**config.mk**
```make
export PLATFORM = sky130hd
export DESIGN_NAME = io_stim_sequencer
export DESIGN_NICKNAME = d
export VERILOG_FILES = /design/src/rtl/io_stim_sequencer.sv
export SDC_FILE = /design/constraint.sdc
export NUM_CORES = 1
export LEC_CHECK = 0
export BUFFER_PORTS_ARGS = -buffer_cell sky130_fd_sc_hd__buf_2
export CAP_MARGIN = 20
export CORE_MARGIN = 2
export CORE_UTILIZATION = 40
export CTS_BUF_LIST = sky130_fd_sc_hd__clkbuf_8
export DETAILED_ROUTE_END_ITERATION = 8
export MAX_ROUTING_LAYER = met4
export SYNTH_ARGS = -nofsm -noshare
export SYNTH_HDL_FRONTEND = slang
export SYNTH_SLANG_ARGS = --single-unit
export TNS_END_PERCENT = 10
```
**constraint.sdc**
```tcl
create_clock -name clk_i -period 8 [get_ports clk_i]
set_input_delay 0.8 -clock clk_i [delete_from_list [all_inputs] [get_ports clk_i]]
set_output_delay 0.8 -clock clk_i [all_outputs]
set_load 0.03 [all_outputs]
```
**src/rtl/io_stim_sequencer.sv**
```systemverilog
// Stimulus sequencer: replays a programmable (value, hold-cycles) table onto a
// switch/button-style bus, one-shot or looping, with abort.
module io_stim_sequencer #(
    parameter int                 WIDTH     = 32,
    parameter int                 DEPTH     = 16,
    parameter int                 CNT_W     = 32,
    parameter logic [WIDTH-1:0]   RESET_VAL = {WIDTH{1'b0}}
) (
    input  logic                       clk_i,
    input  logic                       rst_i,
    input  logic                       cfg_we_i,
    input  logic [$clog2(DEPTH)-1:0]   cfg_addr_i,
    input  logic [WIDTH-1:0]           cfg_value_i,
    input  logic [CNT_W-1:0]           cfg_hold_i,
    input  logic [$clog2(DEPTH):0]     len_i,
    input  logic                       loop_i,
    input  logic                       start_i,
    input  logic                       stop_i,
    output logic [WIDTH-1:0]           stim_o,
    output logic                       stim_upd_o,
    output logic [$clog2(DEPTH)-1:0]   idx_o,
    output logic                       busy_o,
    output logic                       done_o
);

    localparam int AW = $clog2(DEPTH);
    localparam int LW = AW + 1;

    typedef enum logic {ST_IDLE, ST_PLAY} state_t;

    logic [WIDTH-1:0] r_val  [DEPTH];
    logic [CNT_W-1:0] r_hold [DEPTH];

    state_t           r_state;
    logic [LW-1:0]    r_len;
    logic             r_loop;
    logic [CNT_W-1:0] r_cnt;
    logic [WIDTH-1:0] r_stim;
    logic [AW-1:0]    r_idx;
    logic             r_upd;
    logic             r_done;

    state_t           w_state_n;
    logic [LW-1:0]    w_len_n;
    logic             w_loop_n;
    logic [CNT_W-1:0] w_cnt_n;
    logic             w_load;
    logic [AW-1:0]    w_ld_idx;
    logic             w_done_n;
    logic             w_last;

    // A hold of 0 still shows the entry for one cycle: preload H'-1.
    function automatic logic [CNT_W-1:0] hold_m1(input logic [CNT_W-1:0] h);
        return (h == '0) ? '0 : h - CNT_W'(1);
    endfunction

    // NOTE: the table is plain storage with no reset, so it keeps its contents
    // across rst_i and maps onto RAM; only the control path is reset.
    always_ff @(posedge clk_i) begin
        if (cfg_we_i) begin
            r_val[cfg_addr_i]  <= cfg_value_i;
            r_hold[cfg_addr_i] <= cfg_hold_i;
        end
    end

    assign w_last = ({1'b0, r_idx} == (r_len - LW'(1)));

    // NOTE: every signal written here gets a default first, so no path can
    // leave one unassigned and infer a latch.
    always_comb begin
        w_state_n = r_state;
        w_len_n   = r_len;
        w_loop_n  = r_loop;
        w_cnt_n   = r_cnt;
        w_load    = 1'b0;
        w_ld_idx  = '0;
        w_done_n  = 1'b0;
        case (r_state)
            ST_IDLE: begin
                if (start_i && !stop_i && (len_i != '0)) begin
                    w_state_n = ST_PLAY;
                    w_len_n   = (len_i > LW'(DEPTH)) ? LW'(DEPTH) : len_i;
                    w_loop_n  = loop_i;
                    w_load    = 1'b1;
                end
            end
            ST_PLAY: begin
                if (stop_i) begin
                    w_state_n = ST_IDLE;
                end else if (r_cnt != '0) begin
                    w_cnt_n = r_cnt - CNT_W'(1);
                end else if (w_last) begin
                    if (r_loop) begin
                        w_load = 1'b1;
                    end else begin
                        w_state_n = ST_IDLE;
                        w_done_n  = 1'b1;
                    end
                end else begin
                    w_load   = 1'b1;
                    w_ld_idx = r_idx + AW'(1);
                end
            end
            default: w_state_n = ST_IDLE;
        endcase
    end

    // NOTE: sequential state uses non-blocking assignments so every register
    // samples pre-edge values; the table read here sees old data on a same-cycle write.
    always_ff @(posedge clk_i or posedge rst_i) begin
        if (rst_i) begin
            r_state <= ST_IDLE;
            r_len   <= '0;
            r_loop  <= 1'b0;
            r_cnt   <= '0;
            r_stim  <= RESET_VAL;
            r_idx   <= '0;
            r_upd   <= 1'b0;
            r_done  <= 1'b0;
        end else begin
            r_state <= w_state_n;
            r_len   <= w_len_n;
            r_loop  <= w_loop_n;
            r_upd   <= w_load;
            r_done  <= w_done_n;
            if (w_load) begin
                r_stim <= r_val[w_ld_idx];
                r_idx  <= w_ld_idx;
                r_cnt  <= hold_m1(r_hold[w_ld_idx]);
            end else begin
                r_cnt  <= w_cnt_n;
            end
        end
    end

    assign stim_o     = r_stim;
    assign stim_upd_o = r_upd;
    assign idx_o      = r_idx;
    assign busy_o     = (r_state == ST_PLAY);
    assign done_o     = r_done;

endmodule

```
==> flow_metrics.env <==
export IMPL_status="complete, but fails checks"
export IMPL_violations="DRC"
export IMPL_synth_warnings=0
export IMPL_htreeDepth=4
export IMPL_nets=3867
export IMPL_path_delay_family="simple AND/OR/NAND/NOR gates"
export IMPL_antenna_found_initial=16
export IMPL_drtPass1Iterations=7
export IMPL_cp_max_fo=54
export IMPL_synth_cell_area_sq_um=45900
export IMPL_ys_ff_latch=1101
export IMPL_hp_class="input pin to flip-flop"
export IMPL_port_buffers=117
export IMPL_worstPathArrival_ns=7.51
export IMPL_slew_headroom=0.1147
export IMPL_setup_ws_ns=1.230
export IMPL_final_period_utilization=0.8462
export IMPL_vias_per_cell=5.797
export IMPL_synth_edf_count=1024
export IMPL_grt_max_degree=135
export IMPL_maxCapViolations=0
export IMPL_first_global_vias=30560
export IMPL_gp_congestion=0.9676
export IMPL_syn_to_final_growth_pct=13.26
export IMPL_dp_cells=5114
export IMPL_leakage_nw=18.08
export IMPL_synthMuxAreaShare=0.03137
export IMPL_cts_buffers=177
export IMPL_crit_buf_inv=0
export IMPL_synth_compound_area_share=0.06790
export IMPL_wl_per_cell_microns=25.64
export IMPL_avgSynthCellArea_sq_um=12.72
export IMPL_worst_setup_path_start_kind="flip-flop"
export IMPL_yosys_area_share_simple=0.1596
export IMPL_grt_pass1_wl_microns=206000
export IMPL_synth_main_ff_cell="edfxtp_1"
export IMPL_core_area_sq_um=114000
export IMPL_dr_total_vias=31620
export IMPL_fin_util=0.4559
export IMPL_drive_gt1_frac=0.1405
export IMPL_detail_route_antenna_nets=0
export IMPL_die_x_microns=342.8
export IMPL_synth_top_family_by_area="simple AND/OR/NAND/NOR gates"
export IMPL_dieArea_sq_um=117500
export IMPL_required_ns=8.74
export IMPL_drt_total_wl_microns=139900
export IMPL_power_density_nw_per_um2=223.8
export IMPL_vdd_drop_max_uv=160.4
export IMPL_die_h_microns=342.8
export IMPL_ys_types=92
export IMPL_finalPower_w=0.01164
export IMPL_critPathSlowestCell="nor4_4"
export IMPL_path_class="flip-flop to flip-flop"
export IMPL_max_slew_worst_pin_slew_ns=1.316
export IMPL_synthArstFlopShare=0.06994
export IMPL_critical_path_max_stage_delay_ns=0.74
export IMPL_cp_cell_sequence="or4_1, or3_1, nor4_4, nand2_8, mux4_2, o21ai_0, nor2_1, nor2_1, ha_1, and4_1, o211ai_2, or4b_4, nor4_2, or2_1, a2111oi_0, a221o_1"
export IMPL_cts_tree="yes"
export IMPL_grt_ovfl_total=0
export IMPL_tns_ns=0
export IMPL_cpMostUsedCell="nor2_1"
export IMPL_drtIter0Drc=3830
export IMPL_rsz0062_at_grt="false"
export IMPL_cts_sinks=1101
export IMPL_maxSlewViolCount=0
export IMPL_finalClockSkew_ns=0.03136
export IMPL_finalHoldViolCount=0
export IMPL_post_place_ws_ns=1.230
export IMPL_fmax_mhz=147.7
export IMPL_io_pins=118
export IMPL_root_buffer="clkbuf_8"
export IMPL_synthAdderAreaFrac=0.001363
export IMPL_grt_util_all_layers=0.2450
export IMPL_setup_violations_final=0
export IMPL_cp_end_kind="flip-flop"
export IMPL_drcViolationCount=2
export IMPL_cts_buffer_depth=3
export IMPL_period_minus_slack_ns=6.770
export IMPL_cts_clk_slew_worst_paths_ns=0.08
export IMPL_rows=124
export IMPL_hpwl_microns=79410
export IMPL_initial_utilization=0.4025
export IMPL_postSynthCellCount=3609
export IMPL_instances_no_fill=5454
export IMPL_synth_xor_area_frac=0.007359
export IMPL_syn_nets=3693
export IMPL_synth_seq_area_share=0.7118
export IMPL_clock_latency_ns=0.86
[logic make-up after synthesis]
logic type / count (synthesis)
AOI/OAI and AO/OA: 492
buffers and inverters: 236
DFF: 1101
muxes: 119
adders and majority gates: 5
xor gates and xnor gates: 37
and+or+nand+nor: 1619
[layer usage]
| layer | track usage | part of all wire |
|---|---|---|
| met2 | 0.3713 | 0.46 |
| met5 | - | 0 |
| met1 | 0.3341 | 0.42 |
| met3 | 0.04621 | 0.088 |
| met4 | 0.07803 | 0.032 |
[flip-flops by register name, indices dropped and copies added (netlist names)]
| name | flops |
|---|---|
| busy_o | 1 |
| r_cnt | 32 |
| r_loop | 1 |
| done_o | 1 |
| r_len | 5 |
| stim_upd_o | 1 |
| r_hold | 512 |
| r_val | 512 |
| stim_o | 32 |
| idx_o | 4 |
[worst paths after layout]
check,startpoint,end,slack [ns],depth (start not counted)
worst max-delay path,r_cnt[14],r_cnt[20],1.23,16
worst min-delay path,loop_i,r_loop,0.18,2
worst max register to register,r_cnt[14],r_cnt[20],1.23,16
worst min register to register,stim_o[11],stim_o[11],0.47,2
max in group asynchronous,rst_i,idx_o[0],6.30,4
min in group asynchronous,rst_i,stim_o[22],0.47,3
[area by class of cell]
type / count / area [sq um]
Clock inverter: 135 / 715.7
Multi-Input combinational cell: 2272 / 12560
Sequential cell: 1101 / 32680
Timing Repair Buffer: 216 / 1426
Fill cell: 10310 / 62040
Inverter: 15 / 58.81
Clock buffer: 191 / 2629
Antenna cell: 12 / 30.03
Tap cell: 1512 / 1892
[placed cells by master, fill, tap and decap left out, types with 27 or more instances in the layout]
master	instances
buf_4	91
nand3_1	458
edfxtp_1	1024
dfrtp_1	76
and3_1	30
clkinv_1	34
a211oi_1	35
nor3_1	62
nand2_1	828
o21ai_0	162
mux2i_1	76
inv_1	86
nor4_1	27
a21oi_1	116
clkbuf_8	191
buf_2	117
nor2_1	76
[cell usage after synthesis (16+ instances only)]
library cell	number	area (sq um)
edfxtp_1	1024	30750
nand2_1	829	3112
nand3_1	461	2307
clkbuf_1	165	619.3
o21ai_0	162	810.8
a21oi_1	116	580.6
nor2_1	89	334.1
dfrtp_1	77	1927
mux2i_1	76	760.7
nor3_1	69	345.3
a211oi_1	35	262.8
buf_1	32	120.1
and3_1	30	187.7
nor4_1	29	181.4
mux2_2	25	281.5
o31ai_1	21	157.7
or3_1	21	131.4
nand4_1	19	118.9
xor2_1	19	166.4
a31oi_1	18	112.6
mux4_2	17	382.9
xnor2_1	17	148.9
o211ai_1	16	120.1
[per-stage QoR]
stage,cell area (sq um),hold WS [ns]
floorplan,45900,0.4304
finish,51990,0.1819
CTS,51930,0.1192
global placement,48540,0.4585
global route,51980,0.1532
detailed placement,48580,0.4651
[power breakdown]
part	leakage [nW]	switching [W]	internal (W)	total, W
registers	10.2	0.0000842	0.00647	0.00656
clock network	1.98	0.00227	0.00234	0.00461
logic	5.93	0.000343	0.000127	0.000470
total	18.1	0.00269	0.00894	0.0116
[timing repair]
item / 4_1_cts / 5_1_grt
setup buffers: 0 / 0
endpoints found under the setup margin: 0 / 0
hold buffers: 1 / 0
hold endpoints to repair: 22 / 0
gates resized for setup: 0 / 0
(Power assumes the default switching activity.)
